### src/rtl/adder_pkg.sv
// Shared types and sizing helpers for the multi-cycle chunked adder.
package adder_pkg;

  typedef enum logic [1:0] {
    IDLE = 2'd0,
    CALC = 2'd1,
    DONE = 2'd2
  } state_t;

  function automatic int nchunk(input int width, input int chunk);
    return width / chunk;
  endfunction

  // Index counters keep at least one bit even when there is a single chunk.
  function automatic int idx_width(input int n);
    int w;
    w = $clog2(n);
    return (w < 1) ? 1 : w;
  endfunction

endpackage

### src/rtl/chunk_adder.sv
// Combinational CHUNK-bit ripple-carry adder, time-multiplexed by multi_cycle_adder.
module chunk_adder #(
  parameter int CHUNK = 4
) (
  input  logic [CHUNK-1:0] a,
  input  logic [CHUNK-1:0] b,
  input  logic             cin,
  output logic [CHUNK-1:0] s,
  output logic             cout
);

  always_comb begin
    logic c;
    c = cin;
    s = '0;
    for (int i = 0; i < CHUNK; i++) begin
      s[i] = a[i] ^ b[i] ^ c;
      c    = (a[i] & b[i]) | (c & (a[i] ^ b[i]));
    end
    cout = c;
  end

endmodule

### src/rtl/multi_cycle_adder.sv
// Unsigned WIDTH-bit adder computing CHUNK bits per cycle with valid/ready on both sides.
// Define ADDER_OVF_EN to add the registered two's-complement overflow output ovf.
module multi_cycle_adder
  import adder_pkg::*;
#(
  parameter int WIDTH = 16,
  parameter int CHUNK = 4
) (
  input  logic             clk,
  input  logic             rst_n,
  input  logic             in_valid,
  output logic             in_ready,
  input  logic [WIDTH-1:0] A,
  input  logic [WIDTH-1:0] B,
  input  logic             Cin,
  output logic             out_valid,
  input  logic             out_ready,
  output logic [WIDTH-1:0] sum,
`ifdef ADDER_OVF_EN
  output logic             ovf,
`endif
  output logic             Cout
);

  localparam int NCHUNK = nchunk(WIDTH, CHUNK);
  localparam int IW     = idx_width(NCHUNK);

  if (WIDTH < 1 || CHUNK < 1 || CHUNK > WIDTH || (WIDTH % CHUNK) != 0) begin : g_bad_cfg
    $error("multi_cycle_adder: WIDTH must be a positive multiple of CHUNK");
  end

  function automatic logic ovf_calc(input logic a_msb, input logic b_msb, input logic s_msb);
    return (a_msb == b_msb) && (s_msb != a_msb);
  endfunction

  state_t           state;
  logic [IW-1:0]    idx;
  logic             carry_p0;
  logic [WIDTH-1:0] a_p0;
  logic [WIDTH-1:0] b_p0;
  logic [CHUNK-1:0] a_ch;
  logic [CHUNK-1:0] b_ch;
  logic [CHUNK-1:0] s_ch;
  logic             c_ch;

  // Stage p0: operands captured on the input handshake; data only, no reset
  always_ff @(posedge clk) begin
    if (state == IDLE && in_valid) begin
      a_p0 <= A;
      b_p0 <= B;
    end
  end

  assign a_ch = a_p0[int'(idx)*CHUNK +: CHUNK];
  assign b_ch = b_p0[int'(idx)*CHUNK +: CHUNK];

  chunk_adder #(.CHUNK(CHUNK)) u_chunk (
    .a    (a_ch),
    .b    (b_ch),
    .cin  (carry_p0),
    .s    (s_ch),
    .cout (c_ch)
  );

  // Stage p1: per-chunk result written into sum; the final chunk also lands Cout/ovf
  always_ff @(posedge clk or negedge rst_n) begin
    if (!rst_n) begin
      state     <= IDLE;
      idx       <= '0;
      carry_p0  <= 1'b0;
      sum       <= '0;
      Cout      <= 1'b0;
      out_valid <= 1'b0;
      in_ready  <= 1'b1;
`ifdef ADDER_OVF_EN
      ovf       <= 1'b0;
`endif
    end else begin
      unique case (state)
        IDLE: begin
          if (in_valid) begin
            idx      <= '0;
            carry_p0 <= Cin;
            in_ready <= 1'b0;
            state    <= CALC;
          end
        end
        CALC: begin
          sum[int'(idx)*CHUNK +: CHUNK] <= s_ch;
          carry_p0                      <= c_ch;
          if (idx == IW'(NCHUNK - 1)) begin
            idx       <= '0;
            Cout      <= c_ch;
`ifdef ADDER_OVF_EN
            ovf       <= ovf_calc(a_p0[WIDTH-1], b_p0[WIDTH-1], s_ch[CHUNK-1]);
`endif
            out_valid <= 1'b1;
            state     <= DONE;
          end else begin
            idx <= idx + IW'(1);
          end
        end
        DONE: begin
          if (out_ready) begin
            out_valid <= 1'b0;
            in_ready  <= 1'b1;
            state     <= IDLE;
          end
        end
        default: begin
          out_valid <= 1'b0;
          in_ready  <= 1'b1;
          state     <= IDLE;
        end
      endcase
    end
  end

endmodule
### config.mk
export PLATFORM = sky130hd
export DESIGN_NAME = multi_cycle_adder
export DESIGN_NICKNAME = d
export VERILOG_FILES = /design/src/rtl/adder_pkg.sv /design/src/rtl/chunk_adder.sv /design/src/rtl/multi_cycle_adder.sv
export SDC_FILE = /design/constraint.sdc
export NUM_CORES = 1
export LEC_CHECK = 0
export ABC_AREA = 1
export BUFFER_PORTS_ARGS = -buffer_cell sky130_fd_sc_hd__buf_4
export CAP_MARGIN = 40
export CELL_PAD_IN_SITES_DETAIL_PLACEMENT = 1
export CELL_PAD_IN_SITES_GLOBAL_PLACEMENT = 2
export CORE_ASPECT_RATIO = 0.8
export CORE_UTILIZATION = 36
export DETAILED_ROUTE_END_ITERATION = 10
export PLACE_DENSITY_LB_ADDON = 0.1
export SETUP_SLACK_MARGIN = 0.05
export SYNTH_ARGS = -nofsm -noshare
export SYNTH_HDL_FRONTEND = slang
export SYNTH_SLANG_ARGS = --single-unit
### constraint.sdc
create_clock -name clk -period 4.5 [get_ports clk]
set_input_delay 0.225 -clock clk [delete_from_list [all_inputs] [get_ports clk]]
set_output_delay 0.225 -clock clk [all_outputs]
set_load 0.01 [all_outputs]
==> impl_results.html <==
<table>
<tr><th>Metric</th><th>Value</th></tr>
<tr><th colspan="2">Worst setup path</th></tr>
<tr><td>Critical path launch point type</td><td>flip-flop</td></tr>
<tr><td>Data required time of the worst path</td><td>4690 ps</td></tr>
<tr><td>Worst setup path startpoint</td><td>idx[1]</td></tr>
<tr><td>WS Path Type</td><td>flip-flop to flip-flop</td></tr>
<tr><td>Flop-to-flop setup slack</td><td>1280 ps</td></tr>
<tr><td>Launch instance of the worst register-to-register path</td><td>idx[1]</td></tr>
<tr><td>Worst-case reg-to-reg path depth</td><td>13</td></tr>
<tr><td>Crit path capture type</td><td>flip-flop</td></tr>
<tr><td>Arrival time at the worst endpoint</td><td>3410 ps</td></tr>
<tr><td>Terminus of the critical flop-to-flop path</td><td>sum[7]</td></tr>
<tr><td>CP Max Fanout</td><td>15</td></tr>
<tr><th colspan="2">Global routing</th></tr>
<tr><td>First-pass GRT wire length</td><td>8.390 mm</td></tr>
<tr><td>Vias in the first global route</td><td>1769</td></tr>
<tr><td>Total overflow reported by the global router</td><td>0</td></tr>
<tr><td>Overall fraction of global-route tracks in use</td><td>0.1550</td></tr>
<tr><td>Antenna violations before repair</td><td>0</td></tr>
<tr><td>Pin count of the biggest net entering global routing</td><td>30</td></tr>
<tr><th colspan="2">Detailed routing</th></tr>
<tr><td>Avg WL per Cell</td><td>13.88 um</td></tr>
<tr><td>Number of iterations in the first detailed-routing pass</td><td>4</td></tr>
<tr><td>Drt total wl</td><td>5.176 mm</td></tr>
<tr><td>Initial detailed-routing violation count</td><td>92</td></tr>
<tr><td>Routed vias</td><td>1714</td></tr>
<tr><td>Final ANT Viol Nets</td><td>0</td></tr>
<tr><td>Average via count per standard cell</td><td>4.595</td></tr>
<tr><td>Residual DRC</td><td>0</td></tr>
<tr><th colspan="2">Layout</th></tr>
<tr><td>Total non-filler cell area in the finished layout</td><td>3062 um^2</td></tr>
<tr><td>Most common cell after layout, fill and taps aside</td><td>sky130_fd_sc_hd__nand2_1</td></tr>
<tr><td>Net total in the final layout</td><td>335</td></tr>
<tr><td>Layout cell share with drive strength beyond 1</td><td>0.2491</td></tr>
<tr><td>Final cell utilization of the core</td><td>0.4729</td></tr>
<tr><td>Number of inserted diodes</td><td>0</td></tr>
<tr><td>Area grow syn2layout</td><td>24.97%</td></tr>
<tr><td>Highest-count cells in the layout ignoring fill and taps</td><td>66 x sky130_fd_sc_hd__nand2_1, 56 x sky130_fd_sc_hd__buf_4, 32 x sky130_fd_sc_hd__edfxtp_1, 25 x sky130_fd_sc_hd__o21ai_0</td></tr>
<tr><th colspan="2">Timing</th></tr>
<tr><td>Total negative slack</td><td>0 ps</td></tr>
<tr><td>Hold violation count in the final report</td><td>0</td></tr>
<tr><td>Setup repair after global routing missed its margin</td><td>false</td></tr>
<tr><td>Max-slew violation total from the final report</td><td>0</td></tr>
<tr><td>Worst Tran Pin Value</td><td>426.1 ps</td></tr>
<tr><td>Final clock skew</td><td>5.383 ps</td></tr>
<tr><td>Post-route clock period utilization</td><td>0.7157</td></tr>
<tr><td>Peak Freq</td><td>310.5 MHz</td></tr>
<tr><td>Slew headroom</td><td>0.7130</td></tr>
<tr><td>Final critical path time including I/O delays and setup</td><td>3220 ps</td></tr>
<tr><td>Worst hold margin</td><td>87.02 ps</td></tr>
<tr><td>Final setup violating endpoints</td><td>0</td></tr>
<tr><th colspan="2">Min path</th></tr>
<tr><td>Kind of path behind the tightest hold check</td><td>primary input to flip-flop</td></tr>
<tr><td>Endpoint of the worst hold path</td><td>a_p0[2]</td></tr>
<tr><td>Origin of the worst min-delay path</td><td>A[2]</td></tr>
<tr><td>Number of cells on the worst hold path</td><td>1</td></tr>
<tr><th colspan="2">Yosys</th></tr>
<tr><td>Post-synthesis sequential area ratio</td><td>0.6379</td></tr>
<tr><td>Per-instance average area after synthesis</td><td>10.70 um^2</td></tr>
<tr><td>Register bit total from synthesis</td><td>56</td></tr>
<tr><td>Total nets after synthesis</td><td>276</td></tr>
<tr><td>Distinct cell type count of the synthesized netlist</td><td>19</td></tr>
<tr><td>Total of warnings raised by yosys</td><td>0</td></tr>
<tr><td>Post-Syn Area</td><td>2450 um^2</td></tr>
<tr><td>Number of instances in the synthesized netlist</td><td>229</td></tr>
<tr><th colspan="2">Pwr</th></tr>
<tr><td>Worst supply voltage drop on vdd</td><td>0.0002247 V</td></tr>
<tr><td>Combinational Power Share</td><td>0.485</td></tr>
<tr><td>Net switching power of the design</td><td>0.8541 mW</td></tr>
<tr><td>Static leakage</td><td>1.386 nW</td></tr>
<tr><td>Internal power</td><td>1.169 mW</td></tr>
<tr><td>Switching Share</td><td>0.4221</td></tr>
<tr><td>Sequential cell fraction of total power</td><td>0.379</td></tr>
<tr><td>Total design power</td><td>2.023 mW</td></tr>
<tr><td>Share of power burned in the clock network</td><td>0.136</td></tr>
<tr><td>Cell Pwr Density</td><td>660.9 nW/um^2</td></tr>
<tr><th colspan="2">Floorplan</th></tr>
<tr><td>Die area</td><td>7141 um^2</td></tr>
<tr><td>Die boundary height</td><td>75.79 um</td></tr>
<tr><td>Initial core utilization</td><td>0.3784</td></tr>
<tr><td>I/O Pins</td><td>56</td></tr>
<tr><td>Cell Rows</td><td>26</td></tr>
<tr><td>Core Area</td><td>6474 um^2</td></tr>
<tr><td>Width of the die</td><td>94.23 um</td></tr>
<tr><th colspan="2">Clocking</th></tr>
<tr><td>Number of buffers inserted by post-CTS setup repair</td><td>0</td></tr>
<tr><td>Maximum clock insertion buffer count</td><td>2</td></tr>
<tr><td>Clock slew seen by the registers of the worst setup and hold paths</td><td>100 ps</td></tr>
<tr><td>Resized cells post-CTS</td><td>0</td></tr>
<tr><td>Number of clock sinks seen by CTS</td><td>56</td></tr>
<tr><td>Clock buffer count from CTS</td><td>5</td></tr>
<tr><td>Master cell of the clock root buffer</td><td>sky130_fd_sc_hd__clkbuf_8</td></tr>
<tr><td>Clock network latency to the later pin of the worst-skew pair</td><td>300 ps</td></tr>
<tr><td>Hold bufs inserted after CTS</td><td>1</td></tr>
<tr><td>Maximum level of the CTS H-tree</td><td>2</td></tr>
<tr><td>CTS tree</td><td>yes</td></tr>
<tr><th colspan="2">Placement</th></tr>
<tr><td>Instance area after placement</td><td>2965 um^2</td></tr>
<tr><td>HPWL after detailed placement</td><td>3.859 mm</td></tr>
<tr><td>GP Congestion</td><td>0.7211</td></tr>
<tr><td>Count of input and output buffers</td><td>55</td></tr>
<tr><th colspan="2">Run</th></tr>
<tr><td>Max Cap Viol</td><td>0</td></tr>
<tr><th colspan="2">Run status</th></tr>
<tr><td>Status</td><td>complete, no violations</td></tr>
</table>
-- cells by family after synthesis --
family / after synthesis / share of synthesized area
compound gates: 26 / 0.05465
simple gates: 117 / 0.2074
flops: 56 / 0.6379
buf+inv: 20 / 0.03677
fa+ha+maj: 10 / 0.06333
-- worst max path at each step --
stage,to,slack (ps)
after floorplan,sum[7],1690
after global routing,sum[7],1010
after CTS,sum[7],1220
after detailed placement,sum[7],1230
after global placement,sum[7],1380
final,sum[7],1280
-- worst max-delay path: stages (launching register included) --
cell and delay (ps):
sky130_fd_sc_hd__dfrtp_1 480, sky130_fd_sc_hd__inv_1 380, sky130_fd_sc_hd__o21ai_0 140, sky130_fd_sc_hd__o21ai_0 250
sky130_fd_sc_hd__fa_1 220, sky130_fd_sc_hd__inv_1 50, sky130_fd_sc_hd__fa_1 380, sky130_fd_sc_hd__fa_1 360
sky130_fd_sc_hd__inv_1 70, sky130_fd_sc_hd__fa_1 440, sky130_fd_sc_hd__inv_1 100, sky130_fd_sc_hd__nor2_1 60
sky130_fd_sc_hd__nand3_1 80, sky130_fd_sc_hd__o21ai_0 80
-- registers in the layout, summed over array words and instances, names as in the netlist --
register	cells
Cout	1
a_p0	16
b_p0	16
carry_p0	1
idx	2
in_ready	1
out_valid	1
state	2
sum	16
-- power groups by stage --
stage / Combinational [mW] / Sequential [mW] / Clock [mW]
floorplan: 0.637 / 0.792 / 0
global placement: 0.965 / 0.778 / 0
detailed placement: 1.00 / 0.781 / 0
CTS: 1.00 / 0.771 / 0.287
global route: 1.11 / 0.784 / 0.304
finish: 0.982 / 0.767 / 0.275
-- layer usage --
layer  global-route usage  wire, um
met1               0.2088      2547
met2               0.2552      2414
met3              0.03792       198
met4              0.03590        17
met5                    0         0
-- cells in the mapped netlist, drive strengths merged --
cell type / instances / area (um^2)
a21o: 1 / 8.760
buf: 5 / 32.53
nor2: 22 / 97.59
dfrtp: 23 / 575.6
nand3b: 2 / 15.01
fa: 4 / 80.08
ha: 6 / 75.07
nand2: 68 / 270.3
dfstp: 1 / 26.28
edfxtp: 32 / 960.9
nand3: 23 / 115.1
clkbuf: 1 / 5.000
o21ai: 25 / 125.1
inv: 14 / 52.55
nor3: 2 / 10.01
-- through the flow --
| stage | instances | worst slack, ps |
|---|---|---|
| after global placement | 363 | 1377 |
| after global routing | 373 | 1011 |
| after CTS | 373 | 1225 |
| after floorplan | 229 | 1686 |
| after detailed placement | 364 | 1231 |
| final | 373 | 1280 |
-- area by class of cell --
cell class                      count  area, um^2
Clock buffer                        5       68.82
Clock inverter                      3       17.52
Fill cell                         736        3412
Inverter                           14       52.55
Multi-Input combinational cell    153       797.0
Sequential cell                    56        1563
Tap cell                           84       105.1
Timing Repair Buffer               58       457.9
Power figures use the tool's default switching activity.
